--- src/rtl/colour_pkg.sv ---
// Shared colour-space definitions for the RGB<->HSV datapaths.
// Contents:
//   HUE_W / CH_W   - hue and channel widths, also used by the HSV-to-RGB block
//   HUE_MAX        - degrees in a full hue circle
//   SECTOR_DEG     - degrees spanned by one 60-degree hue sector
//   state_t        - converter FSM states
//   sector_t       - which channel holds the maximum
package colour_pkg;

    localparam int HUE_W      = 9;
    localparam int CH_W       = 8;
    localparam int HUE_MAX    = 360;
    localparam int SECTOR_DEG = 60;

    typedef enum logic [1:0] {
        IDLE,
        PREP,
        DIV,
        DONE
    } state_t;

    typedef enum logic [1:0] {
        SEC_R,
        SEC_G,
        SEC_B
    } sector_t;

endpackage

--- src/rtl/seq_divider.sv ---
// Restoring divider producing one quotient bit per clock.
// Ports:
//   clk, rst_n - clock and asynchronous active-low reset
//   start      - load dividend/divisor and begin W iterations
//   dividend   - W-bit unsigned numerator
//   divisor    - 8-bit unsigned denominator (zero yields a meaningless quotient)
//   quotient   - W-bit floor(dividend / divisor), valid after the final iteration
//   done       - high during the final iteration; quotient is complete after that edge
module seq_divider #(
    parameter int W = 16
) (
    input  logic         clk,
    input  logic         rst_n,
    input  logic         start,
    input  logic [W-1:0] dividend,
    input  logic [7:0]   divisor,
    output logic [W-1:0] quotient,
    output logic         done
);

    localparam int CNT_W = $clog2(W + 1);

    logic [CNT_W-1:0] count;
    logic [8:0]       rem;
    logic [7:0]       dsr;
    logic [9:0]       shifted;
    logic             ge;

    // The quotient register doubles as the dividend shift register: its MSB
    // feeds the partial remainder while quotient bits enter at the LSB.
    assign shifted = {rem, quotient[W-1]};
    assign ge      = shifted >= {2'b00, dsr};
    assign done    = (count == CNT_W'(1));

    always_ff @(posedge clk or negedge rst_n) begin
        if (!rst_n) begin
            count    <= '0;
            rem      <= '0;
            dsr      <= '0;
            quotient <= '0;
        end else if (start) begin
            count    <= CNT_W'(W);
            rem      <= '0;
            dsr      <= divisor;
            quotient <= dividend;
        end else if (count != '0) begin
            rem      <= ge ? 9'(shifted - {2'b00, dsr}) : shifted[8:0];
            quotient <= {quotient[W-2:0], ge};
            count    <= count - CNT_W'(1);
        end
    end

endmodule

--- src/rtl/rgb_to_hsv.sv ---
// Multi-cycle RGB to HSV converter.
// Ports:
//   clk_100mhz - system clock
//   rst_n      - asynchronous active-low reset
//   rgb        - input pixel {R[23:16], G[15:8], B[7:0]}
//   valid_in   - input pixel valid
//   ready_in   - high while idle; a pixel is taken on valid_in && ready_in
//   hue        - hue in degrees, 0..359
//   sat        - saturation, 0..255
//   val        - value (largest channel)
//   valid_out  - one-cycle pulse LATENCY edges after the accepting edge
module rgb_to_hsv
    import colour_pkg::*;
#(
    parameter  int DIV_W   = 16,
    localparam int LATENCY = DIV_W + 2
) (
    input  logic             clk_100mhz,
    input  logic             rst_n,
    input  logic [23:0]      rgb,
    input  logic             valid_in,
    output logic             ready_in,
    output logic [HUE_W-1:0] hue,
    output logic [CH_W-1:0]  sat,
    output logic [CH_W-1:0]  val,
    output logic             valid_out
);

    state_t            state;
    logic [23:0]       pix;
    logic [CH_W-1:0]   r, g, b;
    logic [CH_W-1:0]   mx, mn, d, adiff;
    logic              neg;
    sector_t           sec;
    logic [DIV_W-1:0]  nh, ns, qh, qs;
    logic              done_h, done_s;
    logic              div_start;
    logic signed [9:0] base, frac, hue_raw;

    // Hue quotient is bounded by one sector; clamping keeps the 10-bit
    // signed assembly exact without silently dropping high quotient bits.
    function automatic logic [6:0] sector_frac(input logic [DIV_W-1:0] q);
        return (q > DIV_W'(SECTOR_DEG)) ? 7'(SECTOR_DEG) : q[6:0];
    endfunction

    function automatic logic [CH_W-1:0] sat_clip(input logic [DIV_W-1:0] q);
        return (q > DIV_W'(255)) ? 8'hFF : q[7:0];
    endfunction

    // Fold the signed sector result back onto 0..359.
    function automatic logic [HUE_W-1:0] wrap_hue(input logic signed [9:0] h);
        logic signed [9:0] t;
        t = h;
        if (t < 10'sd0) t = t + 10'(HUE_MAX);
        if (t == 10'(HUE_MAX)) t = 10'sd0;
        return HUE_W'(t);
    endfunction

    assign ready_in  = (state == IDLE);
    assign div_start = (state == PREP);

    assign r = pix[23:16];
    assign g = pix[15:8];
    assign b = pix[7:0];

    // Max/min and sector selection; ties resolve R, then G, then B.
    always_comb begin
        sec   = SEC_B;
        mx    = b;
        adiff = (r >= g) ? r - g : g - r;
        neg   = (r < g);
        if (r >= g && r >= b) begin
            sec   = SEC_R;
            mx    = r;
            adiff = (g >= b) ? g - b : b - g;
            neg   = (g < b);
        end else if (g >= b) begin
            sec   = SEC_G;
            mx    = g;
            adiff = (b >= r) ? b - r : r - b;
            neg   = (b < r);
        end
        mn = r;
        if (g < mn) mn = g;
        if (b < mn) mn = b;
        d = mx - mn;
    end

    assign nh = DIV_W'(adiff) * DIV_W'(SECTOR_DEG);
    assign ns = DIV_W'(d) * DIV_W'(255);

    always_comb begin
        case (sec)
            SEC_R:   base = 10'sd0;
            SEC_G:   base = 10'sd120;
            default: base = 10'sd240;
        endcase
        frac    = $signed({3'b000, sector_frac(qh)});
        hue_raw = neg ? base - frac : base + frac;
    end

    // Iteration count equals the DIV phase: LATENCY minus the PREP and DONE edges.
    seq_divider #(.W(LATENCY - 2)) u_div_hue (
        .clk      (clk_100mhz),
        .rst_n    (rst_n),
        .start    (div_start),
        .dividend (nh),
        .divisor  (d),
        .quotient (qh),
        .done     (done_h)
    );

    seq_divider #(.W(LATENCY - 2)) u_div_sat (
        .clk      (clk_100mhz),
        .rst_n    (rst_n),
        .start    (div_start),
        .dividend (ns),
        .divisor  (mx),
        .quotient (qs),
        .done     (done_s)
    );

    // Pixel is held for the whole conversion; only the accepting edge loads it.
    always_ff @(posedge clk_100mhz) begin
        if (valid_in && ready_in) pix <= rgb;
    end

    always_ff @(posedge clk_100mhz or negedge rst_n) begin
        if (!rst_n) begin
            state     <= IDLE;
            valid_out <= 1'b0;
            hue       <= '0;
            sat       <= '0;
            val       <= '0;
        end else begin
            valid_out <= 1'b0;
            case (state)
                IDLE: if (valid_in) state <= PREP;
                PREP: state <= DIV;
                DIV:  if (done_h && done_s) state <= DONE;
                DONE: begin
                    valid_out <= 1'b1;
                    val       <= mx;
                    // A grey pixel (d==0, including black) has no defined hue
                    // and the divider results are meaningless; force zero.
                    if (d == '0) begin
                        hue <= '0;
                        sat <= '0;
                    end else begin
                        hue <= wrap_hue(hue_raw);
                        sat <= sat_clip(qs);
                    end
                    state <= IDLE;
                end
                default: state <= IDLE;
            endcase
        end
    end

endmodule

--- config.mk ---
export PLATFORM = sky130hd
export DESIGN_NAME = rgb_to_hsv
export DESIGN_NICKNAME = d
export VERILOG_FILES = /design/src/rtl/colour_pkg.sv /design/src/rtl/seq_divider.sv /design/src/rtl/rgb_to_hsv.sv
export SDC_FILE = /design/constraint.sdc
export NUM_CORES = 1
export LEC_CHECK = 0
export CAP_MARGIN = 40
export CORE_MARGIN = 3
export CORE_UTILIZATION = 30
export DETAILED_ROUTE_END_ITERATION = 10
export GPL_ROUTABILITY_DRIVEN = 0
export PLACE_DENSITY = 0.58
export SLEW_MARGIN = 40
export SYNTH_ARGS = -nofsm -noshare
export SYNTH_HDL_FRONTEND = slang
export SYNTH_SLANG_ARGS = --single-unit
--- constraint.sdc ---
create_clock -name clk_100mhz -period 7.7 [get_ports clk_100mhz]
set_input_delay 1.54 -clock clk_100mhz [delete_from_list [all_inputs] [get_ports clk_100mhz]]
set_output_delay 1.54 -clock clk_100mhz [all_outputs]
set_load 0.01 [all_outputs]
==> summary.md, run 1 <==
| Metric | Value |
|---|---|
| Clk sinks | `128` |
| Slew @ Worst Pin | `0.830 ns` |
| Total core area | `38800 sq um` |
| Compound-Gate Fraction of Synth Area | `17.8%` |
| Antenna viol nets, final | `0` |
| Ports | `54` |
| Fin. Hold Viols | `0` |
| Register area share after synthesis | `28.0%` |
| Initial core utilization | `30.5%` |
| Gr ovfl total | `0` |
| Post-Place Cells | `1955` |
| CP max-delay cell | `fa_1` |
| Drt initial violations | `526` |
| Post-layout min period | `7.69 ns` |
| Post-synthesis adder-cell area fraction | `23.8%` |
| Layout cells sized above 1 | `18.4%` |
| Vias in the first global route | `10200` |
| Critical Path End Type | `flip-flop` |
| Synth unique cells | `68` |
| CTS tree | `done` |
| Die height | `205 um` |
| Synth warn | `0` |
| Placed Instance Area | `13900 sq um` |
| Main combinational cell family by area after synthesis | `adder cells` |
| Global-route wire length before repair | `51100 um` |
| CTS buffer count | `17` |
| Antenna diodes | `0` |
| Port Buf Inserts | `53` |
| CP startpoint kind | `flip-flop` |
| Outcome | `completed` |
| Max clock buf depth | `2` |
| Commonest non-fill, non-tap cell in the layout | `ha_1` |
| Pre-CTS WS | `-0.322 ns` |
| Unrepaired setup endpoints after global routing | `true` |
| Max-slew violation count | `0` |
| Hpwl dp | `23600 um` |
| Final worst slack | `0.0109 ns` |
| Most frequent cells in the layout | `147 x ha_1, 146 x inv_1, 127 x buf_4, 106 x nand2_1, 104 x dfrtp_1` |
| Htree depth | `4` |
| Syn Nets | `1536` |
| Skew-Pair Late Insertion Delay | `0.44 ns` |
| Number of synthesized flops with an enable pin | `24` |
| Mapped Cells | `1309` |
| Worst-path clk slew | `0.06 ns` |
| Die Area | `41900 sq um` |
| Root Buffer | `clkbuf_16` |
| Final WL | `30600 um` |
| Post-Synth XOR/XNOR Area | `5.32%` |
| Most used cell, CP | `inv_2` |
| Per-cell routed wire length | `15.2 um` |
| Nets | `1701` |
| Largest net degree at the start of global routing | `93` |
| Initial antenna violation count | `0` |
| Setup CP Type | `flip-flop to flip-flop` |
| Req. time, crit path | `7.99 ns` |
| Headroom to the max-slew limit | `44.7%` |
| Period utilization | `99.9%` |
| Fin cells | `2005` |
| Worst hold path type | `flip-flop to flip-flop` |
| Initial DRT Pass Iterations | `6` |
| Total Routing Usage GR | `15.0%` |
| Residual DRC | `0` |
| Largest stage delay, worst path | `0.53 ns` |
| Setup Skew | `0.0177 ns` |
| Cell Area, Synth | `11800 sq um` |
| Final setup viols | `0` |
| Vias/cell | `4.89` |
| Detailed-route via count | `9801` |
| Post-synthesis simple-gate area fraction | `12.4%` |
| Fmax achieved | `130 MHz` |
| Core Util, Final | `38.6%` |
| Crit path DAT | `7.98 ns` |
| Cell area after layout | `15000 sq um` |
| Syn avg cell area | `9.05 sq um` |
| Rows | `72` |
| Area growth syn-to-layout | `26.6%` |
| Yosys reg bits | `128` |
| Ys flop type | `dfrtp_1` |
| Die Wd | `205 um` |
| Asr flop ratio synth | `81.3%` |
| Max-cap viol count | `0` |
| Worst-path fanout max | `5` |
| Post-synthesis mux area share | `6.07%` |
-- layer usage --
metal / up-vias / GRT usage (%) / wire (um)
met1: 4714 / 20.5 / 14700
met5: - / 0 / 0
met2: 181 / 24.6 / 14100
met3: 41 / 2.37 / 1040
met4: 0 / 4.47 / 673
li1: 4865 / - / -
-- worst max-delay path, delay by kind of cell (launching register included) --
kind,cells,cell delay [ns]
XOR/XNOR,3,0.55
multiplexers,1,0.09
AO/OA/AOI/OAI,17,2.47
buffers and inverters,8,0.71
flip-flops,1,0.40
adder cells (fa/ha/maj),9,3.10
AND/OR/NAND/NOR,2,0.23
-- sequential cells by signal, indices dropped and copies added (netlist names) --
signal / count
pix: 24
u_div_hue.quotient: 16
u_div_sat.quotient: 16
hue: 9
u_div_hue.rem: 9
u_div_sat.rem: 9
sat: 8
u_div_hue.dsr: 8
u_div_sat.dsr: 8
val: 8
u_div_hue.count: 5
u_div_sat.count: 5
state: 2
valid_out: 1
-- timing repair --
action	CTS	global route
pin swaps	19	42
gates resized for setup	21	42
hold buffers	0	0
setup buffers	5	11
gates cloned	1	0
endpoints found under the setup margin	6	8
-- Yosys cell counts, types with 5 or more instances --
library cell,instances,area [sq um]
ha_1,157,1960
inv_1,155,582
o21ai_0,116,581
nand2_1,106,398
dfrtp_1,104,2600
nor2_1,82,308
a21oi_1,79,395
xnor2_1,53,464
mux2i_1,49,490
fa_1,43,861
clkbuf_1,34,128
a211oi_1,26,195
edfxtp_1,24,721
a21o_1,20,150
xor2_1,19,166
mux2_2,17,191
nand3_1,17,85.1
nor2b_1,14,87.6
nor3_1,14,70.1
o211ai_1,13,97.6
nand4_1,12,75.1
o2bb2ai_1,11,96.3
a21boi_0,10,75.1
and2_1,9,56.3
and3_1,9,56.3
o21a_1,9,67.6
o21bai_1,9,67.6
nand2b_1,8,50.1
or3_1,7,43.8
a211o_1,6,52.6
nand3b_1,6,45.0
a31oi_1,5,31.3
buf_1,5,18.8
-- cell type report --
cell class	instances	area, sq um
Sequential cell	128	3320
Clock inverter	14	190
Inverter	156	586
Fill cell	3841	23800
Tap cell	518	648
Clock buffer	18	450
Timing Repair Buffer	188	1590
Multi-Input combinational cell	983	8210
-- kinds of logic after synthesis --
logic type,after synthesis
compound gates,337
xor+xnor,72
fa+ha+maj,200
buf+inv,199
flops,128
mux,68
other cells,2
simple gates,303
-- final timing paths --
kind	startpoint	to	slack, ns	cells past startpoint
worst max-delay path	pix[8]$_DFFE_PP_	u_div_sat.quotient[15]$_DFFE_PN0P_	0.01	40
worst min-delay path	sat[1]$_DFFE_PN0P_	sat[1]$_DFFE_PN0P_	0.49	1
worst max register to register	pix[8]$_DFFE_PP_	u_div_sat.quotient[15]$_DFFE_PN0P_	0.01	40
worst min register to register	sat[1]$_DFFE_PN0P_	sat[1]$_DFFE_PN0P_	0.49	1
max in group asynchronous	rst_n	val[3]$_DFFE_PN0P_	5.51	3
min in group asynchronous	rst_n	u_div_hue.quotient[12]$_DFFE_PN0P_	0.96	1
-- metrics by stage --
| step | TNS, ns | hold WS (ns) |
|---|---|---|
| finish | 0 | 0.486 |
| floorplan | 0 | 0.484 |
| global placement | -0.497 | 0.478 |
| global route | -2.04 | 0.507 |
| CTS | -0.105 | 0.490 |
| detailed placement | -1.18 | 0.473 |
Power of run 1 is not shown: default switching activity piles up to over one toggle a cycle in this logic, so the estimate is an artifact.
==> run 2, diff against run 1 <==
Clock period 7.7 ns to 6.2 ns, I/O delays scaled along.
==> summary.md, run 2 (synthesized netlist as in run 1, its figures left out) <==
| Metric | Value |
|---|---|
| Setup TNS | `-12.99 ns (was 0 ns)` |
| Root Buffer | `clkbuf_16 (unchanged)` |
| Fmax achieved | `129 MHz (was 130 MHz)` |
| Antenna diodes | `0 (unchanged)` |
| Headroom to the max-slew limit | `40.7% (was 44.7%)` |
| Die Wd | `205 um (unchanged)` |
| Die Area | `41900 sq um (unchanged)` |
| Req. time, crit path | `6.48 ns (was 7.99 ns)` |
| Layout cells sized above 1 | `26.7% (was 18.4%)` |
| Vias in the first global route | `10400 (was 10200)` |
| CP max-delay cell | `fa_1 (unchanged)` |
| Area of the multi-input gates | `8470 sq um (was 8210 sq um)` |
| CTS Hold Bufs | `0 (unchanged)` |
| Max-slew violation count | `0 (unchanged)` |
| Setup CP Type | `flip-flop to flip-flop (unchanged)` |
| Period utilization | `125% (was 99.9%)` |
| Gr ovfl total | `0 (unchanged)` |
| Hpwl dp | `24700 um (was 23600 um)` |
| Initial DRT Pass Iterations | `5 (was 6)` |
| Residual DRC | `0 (unchanged)` |
| Critical Path End Type | `flip-flop (unchanged)` |
| Worst hold path type | `flip-flop to flip-flop (unchanged)` |
| Antenna viol nets, final | `0 (unchanged)` |
| Largest stage delay, worst path | `0.53 ns (about the same)` |
| Fin. Hold Viols | `0 (unchanged)` |
| Initial core utilization | `30.5% (unchanged)` |
| Die height | `205 um (unchanged)` |
| CTS tree | `done (unchanged)` |
| Detailed-route via count | `10200 (was 9801)` |
| Slew @ Worst Pin | `0.890 ns (was 0.830 ns)` |
| Commonest non-fill, non-tap cell in the layout | `buf_4 (was ha_1)` |
| Met3 usage | `2.10% (was 2.37%)` |
| Placed Instance Area | `14600 sq um (was 13900 sq um)` |
| Skew-Pair Late Insertion Delay | `0.43 ns (was 0.44 ns)` |
| Final worst slack | `-1.52 ns (was 0.0109 ns)` |
| Clk sinks | `128 (unchanged)` |
| Htree depth | `4 (unchanged)` |
| Vias/cell | `4.85 (was 4.89)` |
| CTS buffer count | `17 (unchanged)` |
| Final setup viols | `12 (was 0)` |
| Flip-flop count of the largest register after layout | `24 (unchanged)` |
| Cell area after layout | `16100 sq um (was 15000 sq um)` |
| Setup Skew | `0.0160 ns (was 0.0177 ns)` |
| Worst-path fanout max | `4 (was 5)` |
| Final WL | `32000 um (was 30600 um)` |
| Post-layout min period | `7.72 ns (was 7.69 ns)` |
| Initial antenna violation count | `0 (unchanged)` |
| Worst path bufs/invs | `11 (was 8)` |
| Per-cell routed wire length | `15.2 um (about the same)` |
| Most used cell, CP | `inv_2 (unchanged)` |
| Global-route wire length before repair | `52000 um (was 51100 um)` |
| Port Buf Inserts | `53 (unchanged)` |
| CP delay by family, top | `adder cells (unchanged)` |
| GR Util met2 | `25.6% (was 24.6%)` |
| Worst-path clk slew | `0.08 ns (was 0.06 ns)` |
| Gr busiest metal | `met2 (unchanged)` |
| WHS | `0.491 ns (was 0.486 ns)` |
| Ports | `54 (unchanged)` |
| Failing checks | `setup timing` |
| Max-cap viol count | `0 (unchanged)` |
| GR Layer Usage met1 | `20.4% (was 20.5%)` |
| Fill count | `3738 (was 3841)` |
| Crit path DAT | `8.00 ns (was 7.98 ns)` |
| Biggest register | `pix (unchanged)` |
| Register area | `3320 sq um (unchanged)` |
| Total core area | `38800 sq um (unchanged)` |
| Unrepaired setup endpoints after global routing | `true (unchanged)` |
| Rows | `72 (unchanged)` |
| Area growth syn-to-layout | `35.6% (was 26.6%)` |
| CP startpoint kind | `flip-flop (unchanged)` |
| Largest net degree at the start of global routing | `93 (unchanged)` |
| Max clock buf depth | `2 (unchanged)` |
| Pre-CTS WS | `-1.64 ns (was -0.322 ns)` |
| Nets | `1805 (was 1701)` |
| Largest regs | `pix x24, u_div_hue.quotient x16, u_div_sat.quotient x16 (unchanged)` |
| Drt initial violations | `459 (was 526)` |
| Total Routing Usage GR | `15.3% (was 15.0%)` |
| Most frequent cells in the layout | `224 x buf_4, 136 x inv_1, 135 x ha_1, 104 x nand2_1, 104 x dfrtp_1 (was 147 x ha_1, 146 x inv_1, 127 x buf_4, 106 x nand2_1, 104 x dfrtp_1)` |
| Outcome | `complete, but fails checks (was completed)` |
run 2: timing repair:
item,in CTS,in global routing
cloned,1,1
buffers inserted,14,18
setup endpoints to repair,14,23
pin swaps,38,42
gates resized for setup,41,80
run 2: cell type report:
class | instances | area share (%)
well taps | 518 | 4.03
multi-input cells | 983 | 52.7
inverters | 156 | 3.67
repair buffers | 292 | 15.0
flip-flops and latches | 128 | 20.7
clock inverters | 13 | 1.07
clock buffers | 19 | 2.83
run 2: path summary, 6_finish.rpt:
kind / start / endpoint / slack [ns] / cells past startpoint
min: hue[4]$_DFFE_PN0P_ / hue[4]$_DFFE_PN0P_ / 0.49 / 1
max reg2reg: pix[8]$_DFFE_PP_ / u_div_sat.quotient[15]$_DFFE_PN0P_ / -1.52 / 40
min reg2reg: hue[4]$_DFFE_PN0P_ / hue[4]$_DFFE_PN0P_ / 0.49 / 1
min in group asynchronous: rst_n / u_div_hue.quotient[3]$_DFFE_PN0P_ / 0.77 / 1
max: pix[8]$_DFFE_PP_ / u_div_sat.quotient[15]$_DFFE_PN0P_ / -1.52 / 40
max in group asynchronous: rst_n / u_div_sat.rem[0]$_DFFE_PN0P_ / 4.35 / 2
run 2: per-stage QoR:
| step | utilization [%] | cells |
|---|---|---|
| global route | 41.4 | 2109 |
| floorplan | - | 1309 |
| detailed placement | 37.6 | 2045 |
| CTS | 40.0 | 2092 |
| finish | 41.4 | 2109 |
| global placement | 37.6 | 2045 |
run 2: layer usage:
metal	vias to the layer above	share of wire, %
met2	197	47
met1	4902	47
met5	-	0
li1	5081	-
met4	0	2.4
met3	52	3.6
Power of run 2 is left out for the same reason.
